## src/rtl/window_scan_controller.sv

```systemverilog
// window_scan_controller: steps a WIN x WIN window over the frame, loads each window into the classifier engine, and emits its origin downstream.
module window_scan_controller #(
  parameter int IMG_W  = 320,
  parameter int IMG_H  = 240,
  parameter int WIN    = 20,
  parameter int STRIDE = 4,
  parameter int DATA_W = 32,
  parameter int MEM_AW = 17
) (
  input  logic              CLK,
  input  logic              RESET,
  input  logic              FRAME_START,
  output logic              BUSY,
  output logic              FRAME_DONE,
  output logic              MEM_RD,
  output logic [MEM_AW-1:0] MEM_ADDR,
  input  logic [DATA_W-1:0] MEM_DATA,
  output logic              ENG_WE,
  output logic [4:0]        ENG_ROW,
  output logic [8:0]        ENG_ADDR,
  output logic [DATA_W-1:0] ENG_DATA,
  output logic              ENG_START,
  input  logic              ENG_DONE,
  output logic [8:0]        WIN_X,
  output logic [8:0]        WIN_Y,
  output logic              WIN_VALID,
  input  logic              WIN_READY
);
  typedef enum logic [2:0] {IDLE, FETCH, DRAIN, KICK, WAIT_ENG, EMIT, ADVANCE} state_t;
  localparam logic [8:0] SX = 9'(STRIDE);
  localparam logic [8:0] LX = 9'(IMG_W - WIN);
  localparam logic [8:0] LY = 9'(IMG_H - WIN);
  localparam logic [4:0] LAST = 5'(WIN - 1);
  localparam logic [MEM_AW-1:0] RSTEP = MEM_AW'(IMG_W);
  localparam logic [MEM_AW-1:0] YSTEP = MEM_AW'(STRIDE * IMG_W);
  state_t state;
  logic [8:0] wx, wy, nx;
  logic [4:0] row, col;
  logic [MEM_AW-1:0] ybase, rbase, nybase;
  logic more_x, more_y;
  assign more_x = wx + SX <= LX;
  assign more_y = wy + SX <= LY;
  assign nx = more_x ? wx + SX : 9'd0;
  assign nybase = more_x ? ybase : ybase + YSTEP;
  // Memory data arrives in the cycle after the read, aligned with the write strobe.
  assign ENG_DATA = ENG_WE ? MEM_DATA : '0;
  always_ff @(posedge CLK) begin
    if (RESET) begin
      state <= IDLE;
      BUSY <= 1'b0;
      FRAME_DONE <= 1'b0;
      MEM_RD <= 1'b0;
      MEM_ADDR <= '0;
      ENG_WE <= 1'b0;
      ENG_ROW <= '0;
      ENG_ADDR <= '0;
      ENG_START <= 1'b0;
      WIN_X <= '0;
      WIN_Y <= '0;
      WIN_VALID <= 1'b0;
      wx <= '0;
      wy <= '0;
      row <= '0;
      col <= '0;
      ybase <= '0;
      rbase <= '0;
    end else begin
      ENG_WE <= MEM_RD;
      ENG_ROW <= row;
      ENG_ADDR <= 9'(col);
      FRAME_DONE <= 1'b0;
      ENG_START <= 1'b0;
      case (state)
        IDLE: if (FRAME_START && !FRAME_DONE) begin
          state <= FETCH;
          BUSY <= 1'b1;
          MEM_RD <= 1'b1;
          MEM_ADDR <= '0;
          wx <= '0;
          wy <= '0;
          row <= '0;
          col <= '0;
          ybase <= '0;
          rbase <= '0;
        end
        FETCH: if (row == LAST && col == LAST) begin
          state <= DRAIN;
          MEM_RD <= 1'b0;
        end else if (col == LAST) begin
          col <= '0;
          row <= row + 5'd1;
          rbase <= rbase + RSTEP;
          MEM_ADDR <= rbase + RSTEP + MEM_AW'(wx);
        end else begin
          col <= col + 5'd1;
          MEM_ADDR <= MEM_ADDR + 1'b1;
        end
        DRAIN: begin
          state <= KICK;
          ENG_START <= 1'b1;
        end
        KICK: state <= WAIT_ENG;
        WAIT_ENG: if (ENG_DONE) begin
          state <= EMIT;
          WIN_VALID <= 1'b1;
          WIN_X <= wx;
          WIN_Y <= wy;
        end
        EMIT: if (WIN_READY) begin
          state <= ADVANCE;
          WIN_VALID <= 1'b0;
        end
        ADVANCE: if (more_x || more_y) begin
          state <= FETCH;
          MEM_RD <= 1'b1;
          MEM_ADDR <= nybase + MEM_AW'(nx);
          wx <= nx;
          wy <= more_x ? wy : wy + SX;
          row <= '0;
          col <= '0;
          ybase <= nybase;
          rbase <= nybase;
        end else begin
          state <= IDLE;
          BUSY <= 1'b0;
          FRAME_DONE <= 1'b1;
          wx <= '0;
          wy <= '0;
        end
        default: state <= IDLE;
      endcase
    end
  end
endmodule
```

## config.mk

```make
export PLATFORM = sky130hd
export DESIGN_NAME = window_scan_controller
export DESIGN_NICKNAME = d
export VERILOG_FILES = /design/src/rtl/window_scan_controller.sv
export SDC_FILE = /design/constraint.sdc
export NUM_CORES = 1
export LEC_CHECK = 0
export CORE_UTILIZATION = 55
export CTS_BUF_LIST = sky130_fd_sc_hd__clkbuf_4 sky130_fd_sc_hd__clkbuf_8
export DETAILED_ROUTE_END_ITERATION = 16
export PLACE_DENSITY = 0.85
export SYNTH_ARGS = -nofsm -noshare
export SYNTH_HDL_FRONTEND = slang
export SYNTH_SLANG_ARGS = --single-unit
export TNS_END_PERCENT = 1
```

## constraint.sdc

```tcl
create_clock -name CLK -period 8.4 [get_ports CLK]
set_clock_uncertainty 0.05 [all_clocks]
set_input_delay 1.26 -clock CLK [delete_from_list [all_inputs] [get_ports CLK]]
set_output_delay 1.26 -clock CLK [all_outputs]
set_load 0.1 [all_outputs]
```

* Yosys cells after proc, flatten, opt, wreduce, memory -nomap -nowiden
Index checks and enable logic that the tools add are counted.
** Word-level totals
- Flip-flop bits (word level) :: 120
- Input port bits :: 37
- Output and inout port bits :: 87
- Word-level logic and storage cells :: 111
** Cells by class
- $lt $le $gt $ge :: 2
- Equality and inequality tests :: 17
- Reductions and logical operators :: 19
- Multiplexer cells :: 44
- Bitwise operators :: 1
- $add $sub $neg :: 9
** Operator list (number)
- $mux 17 :: 8
- $pmux 17 s3 :: 2
- $mux 9 :: 5
- $pmux 9 s2 :: 2
- $add 17x9->17 :: 2
- $pmux 17 s2 :: 1
- $mux 32 :: 1
- $mux 5 :: 6
- $pmux 5 s3 :: 2
- $pmux 3 s7 :: 1
- $add 9x3->9 const B :: 2
- $add 17x1->17 const B :: 1
- $add 17x11->17 const B :: 1
- $add 17x9->17 const B :: 1
- $ne 2x2->1 const B :: 8
- $mux 3 :: 4
- $reduce_and 3->1 :: 4
- $reduce_and 4->1 :: 3
- $add 5x1->5 const B :: 2
- $eq 5x5->1 const B :: 2
- $eq 3x3->1 const B :: 3
- $le 9x8->1 const B :: 1
- $le 9x9->1 const B :: 1
- $mux 1 :: 9
- 15 further kinds :: 20

* Depth between registers and ports, before layout
- Depth in word-level cells :: 6
- Gate-level depth with buffers :: 16
- Mapped depth without buffers :: 15

* Worst setup path after synthesis
No wires, ideal clock.
- Kind :: reg-to-output
- Start point :: register ENG_WE
- End point :: output port ENG_DATA[10]
- Slack :: 5074 ps
- Data arrival time :: 2016 ps
- Buffers on the path :: 1
- Required time :: 7090 ps
- Cell stages (with the launch flop) :: 3
- Cells stage by stage :: dfxtp_1 clkbuf_1 and2_1
** Between the ends
- Longest elaborated chain between the ends :: 1
** Ends and longest elaborated chain
- from (decl) :: RTL line 18 : output logic ENG_WE,
- from (signal assigned) :: RTL line 54 : ENG_WE <= 1'b0;
- from (signal assigned) :: RTL line 68 : ENG_WE <= MEM_RD;
- $mux 32 :: RTL line 46 : assign ENG_DATA = ENG_WE ? MEM_DATA : '0;
- to (decl) :: RTL line 21 : output logic [DATA_W-1:0] ENG_DATA,
No other way between the ends.

* Worst setup path after layout
- Start point :: input port MEM_DATA[11]
- End point :: output port ENG_DATA[11]
** Between the ends
- Longest elaborated chain between the ends :: 1
** Ends and longest elaborated chain
- from (decl) :: RTL line 17 : input logic [DATA_W-1:0] MEM_DATA,
- $mux 32 :: RTL line 46
No other way between the ends.

==> run metrics <==
GR Overflow Total 0; Min-Delay Path Class flip-flop to flip-flop; PnR worst setup slack about 4 ns; most frequent cell after synthesis dfxtp_1; Yosys reg bits 99; post-CTS sizing 0; count of cell types in the netlist 73; Placer Congestion approximately 0.89; Die Span Y ~110 um; Compound-Gate Fraction of Synth Area 0.2007; Post-Route WL about 18000 um; worst reg2reg setup slack ~4.4 ns; max-slew violation count 0; most used flip-flop cell after synthesis dfxtp_1; hold_buf cts 0; worst path required time 7.09 ns; Syn Inst Count just under 800; fin area 7540 um^2; total of max-cap violations 0; Post-Route Utilization 0.6955; worst slack, placed between 3 and 4 ns; Die Wd ~110 um; reg2reg path depth 13; top cell type by total area after synthesis dfxtp_1; RR Endpoint MEM_ADDR[11]; Lkg Pwr approximately 2.6 nW; HPWL after DPL between 10000 and 15000 um; Cell Rows 38; Pre-Repair DR Iteration Count 5; # IOs roughly 120; vias after detailed routing approximately 6300; Top Usage Layer GRT met2; number of global-route vias before repair 5680; CTS tree done; crit path DAT roughly 3.1 ns; CTS clock-pin slew for the worst setup and hold paths ~0.090 ns; root buf cell clkbuf_8; Core Area 10840 um^2; pwr dens ~230 nW/um^2; routing usage on met3 0.04600; IO Port Bufs ~120; register area share after synthesis 0.3228; average instance area after synthesis around 7.8 um^2; RSZ-0062 raised after global routing false; final hold violations 0; H-tree depth 3; met1 Use GR 0.3764; post-route DRC violation count 0; TritonCTS sink count slightly below 100; total CTS buffers 9; pin count of the biggest net entering global routing 93; Slew HR 0.2835; Worst-Skew Late Latency 0.38 ns; startpoint types input port; Post-Synth Simple-Gate Area 0.2904; hold_sp WIN_X[8]; NumNets Final between 900 and 1000; number of buffers added for setup after CTS 0; Yosys warnings 0; vias per std cell roughly 6; Tot GR Track Use 0.3112; DRT antenna net count 0; critical-path maximum fanout 1; Max Clk Rate 227.7 MHz; top cells by area, synth dfxtp_1, nor2_1, nand2_1; Post-DP Area ~7300 um^2; RR Startpoint wx[2]; EDFF count, synth 0; ys async rst share 0; layout cells sized above 1 0.05323; actual slew at the worst max-slew pin about 1.1 ns; top cell type's share of synthesized area 0.3228; count of final setup violators 0; Worst setup EP type primary output; initial antenna violation count 0; WL per Instance between 15 and 20 um; status finished clean; WHS Path Cells 2; synthesized area 6140 um^2; Min-Delay Endpoint WIN_X[8]; die area roughly 12000 um^2; Non-Filler Instances 1023; post-synthesis mux area share 0.006929; post-synthesis xor/xnor area fraction 0.08845; Min Hold Slack approximately 0.41 ns; CTS Buffer Depth 2; Synth top cells by count dfxtp_1, nor2_1, nand2_1; n_diodes 0; Starting Density 0.5664; Setup CP Type input port to primary output; Tcrit/Tclk final 0.5227; post-synthesis adder-cell area fraction 0.04402; grt met2 use 0.5353; placed insts approximately 1000; Peak VDD IR 194.4 uV; Final min period about 4.4 ns; detailed router's first-iteration violation count 537; first-pass GRT wire length 28030 um; Setup TNS 0 ns; total power ~1.7 mW; main combinational cell family by area after synthesis simple AND/OR/NAND/NOR gates; Area Overhead vs Synth 22.80%
[flip-flops by register name (all words and copies together) (netlist names), 3 cells and up]
register / flops
wx: 9
ENG_ADDR: 5
col: 5
row: 5
wy: 7
MEM_ADDR: 17
state: 3
ybase: 9
WIN_X: 9
WIN_Y: 7
ENG_ROW: 5
rbase: 12
[area by class of cell]
class	count	area [um^2]
clock buffer	10	137.6
clock inverter	6	112.6
fill	903	3301
inverter	10	37.54
multi-input combinational	638	3906
sequential	99	1982
tap	140	175.2
timing repair buffer	120	1189
[logic make-up (layout without fill, tap and decap cells)]
group,Yosys count,count (layout)
simple gates,358,358
compound gates,186,186
flops,99,99
xor+xnor,62,62
buf+inv,61,146
fa+ha+maj,21,21
mux,4,4
other cells,1,7
[critical path: stages]
cell and delay (ns):
clkdlybuf4s50_1 0.54, and2_1 0.15, clkdlybuf4s50_1 1.12
[per-layer routing]
layer / share of wire / routed length (um) / vias to the layer above
met3: 0.076 / 1366 / 53
met1: 0.41 / 7298 / 2924
li1: - / - / 2967
met4: 0.039 / 703 / 0
met5: 0 / 0 / -
met2: 0.48 / 8517 / 308
[cells in the final DEF, fill, tap and decap left out, types with 6 or more instances in the layout]
cell type	instances
clkdlybuf4s50_1	116
dfxtp_1	99
nand2_1	92
nor2_1	92
a21oi_1	61
o21ai_0	38
and2_1	38
xnor2_1	32
xor2_1	30
nor3_1	28
nand3_1	20
ha_1	20
nand4_1	13
a211oi_1	12
nor4_1	12
nor2b_1	12
clkbuf_8	10
inv_1	9
and3_1	9
a21o_1	8
or3_1	7
o221ai_1	7
conb_1	7
o22ai_1	6
or2_2	6
a22oi_1	6
nand3b_1	6
a221oi_1	6
[how the worst max path moves through the flow]
stage,from,endpoint,slack (ns),depth (start not counted)
floorplan,ENG_WE,ENG_DATA[10],5.07,2
global placement,MEM_DATA[21],ENG_DATA[21],4.02,3
detailed placement,FRAME_START,row[3],3.94,9
CTS,MEM_DATA[11],ENG_DATA[11],4.01,3
global route,FRAME_START,row[4],3.95,9
finish,MEM_DATA[11],ENG_DATA[11],4.01,3
[report_power, final]
group          total [mW]  internal (mW)  switching [mW]
clock network       0.378          0.207           0.172
registers           0.578          0.513          0.0650
logic               0.749          0.196           0.553
total                1.70          0.915           0.790
Power figures use the tool's default switching activity.
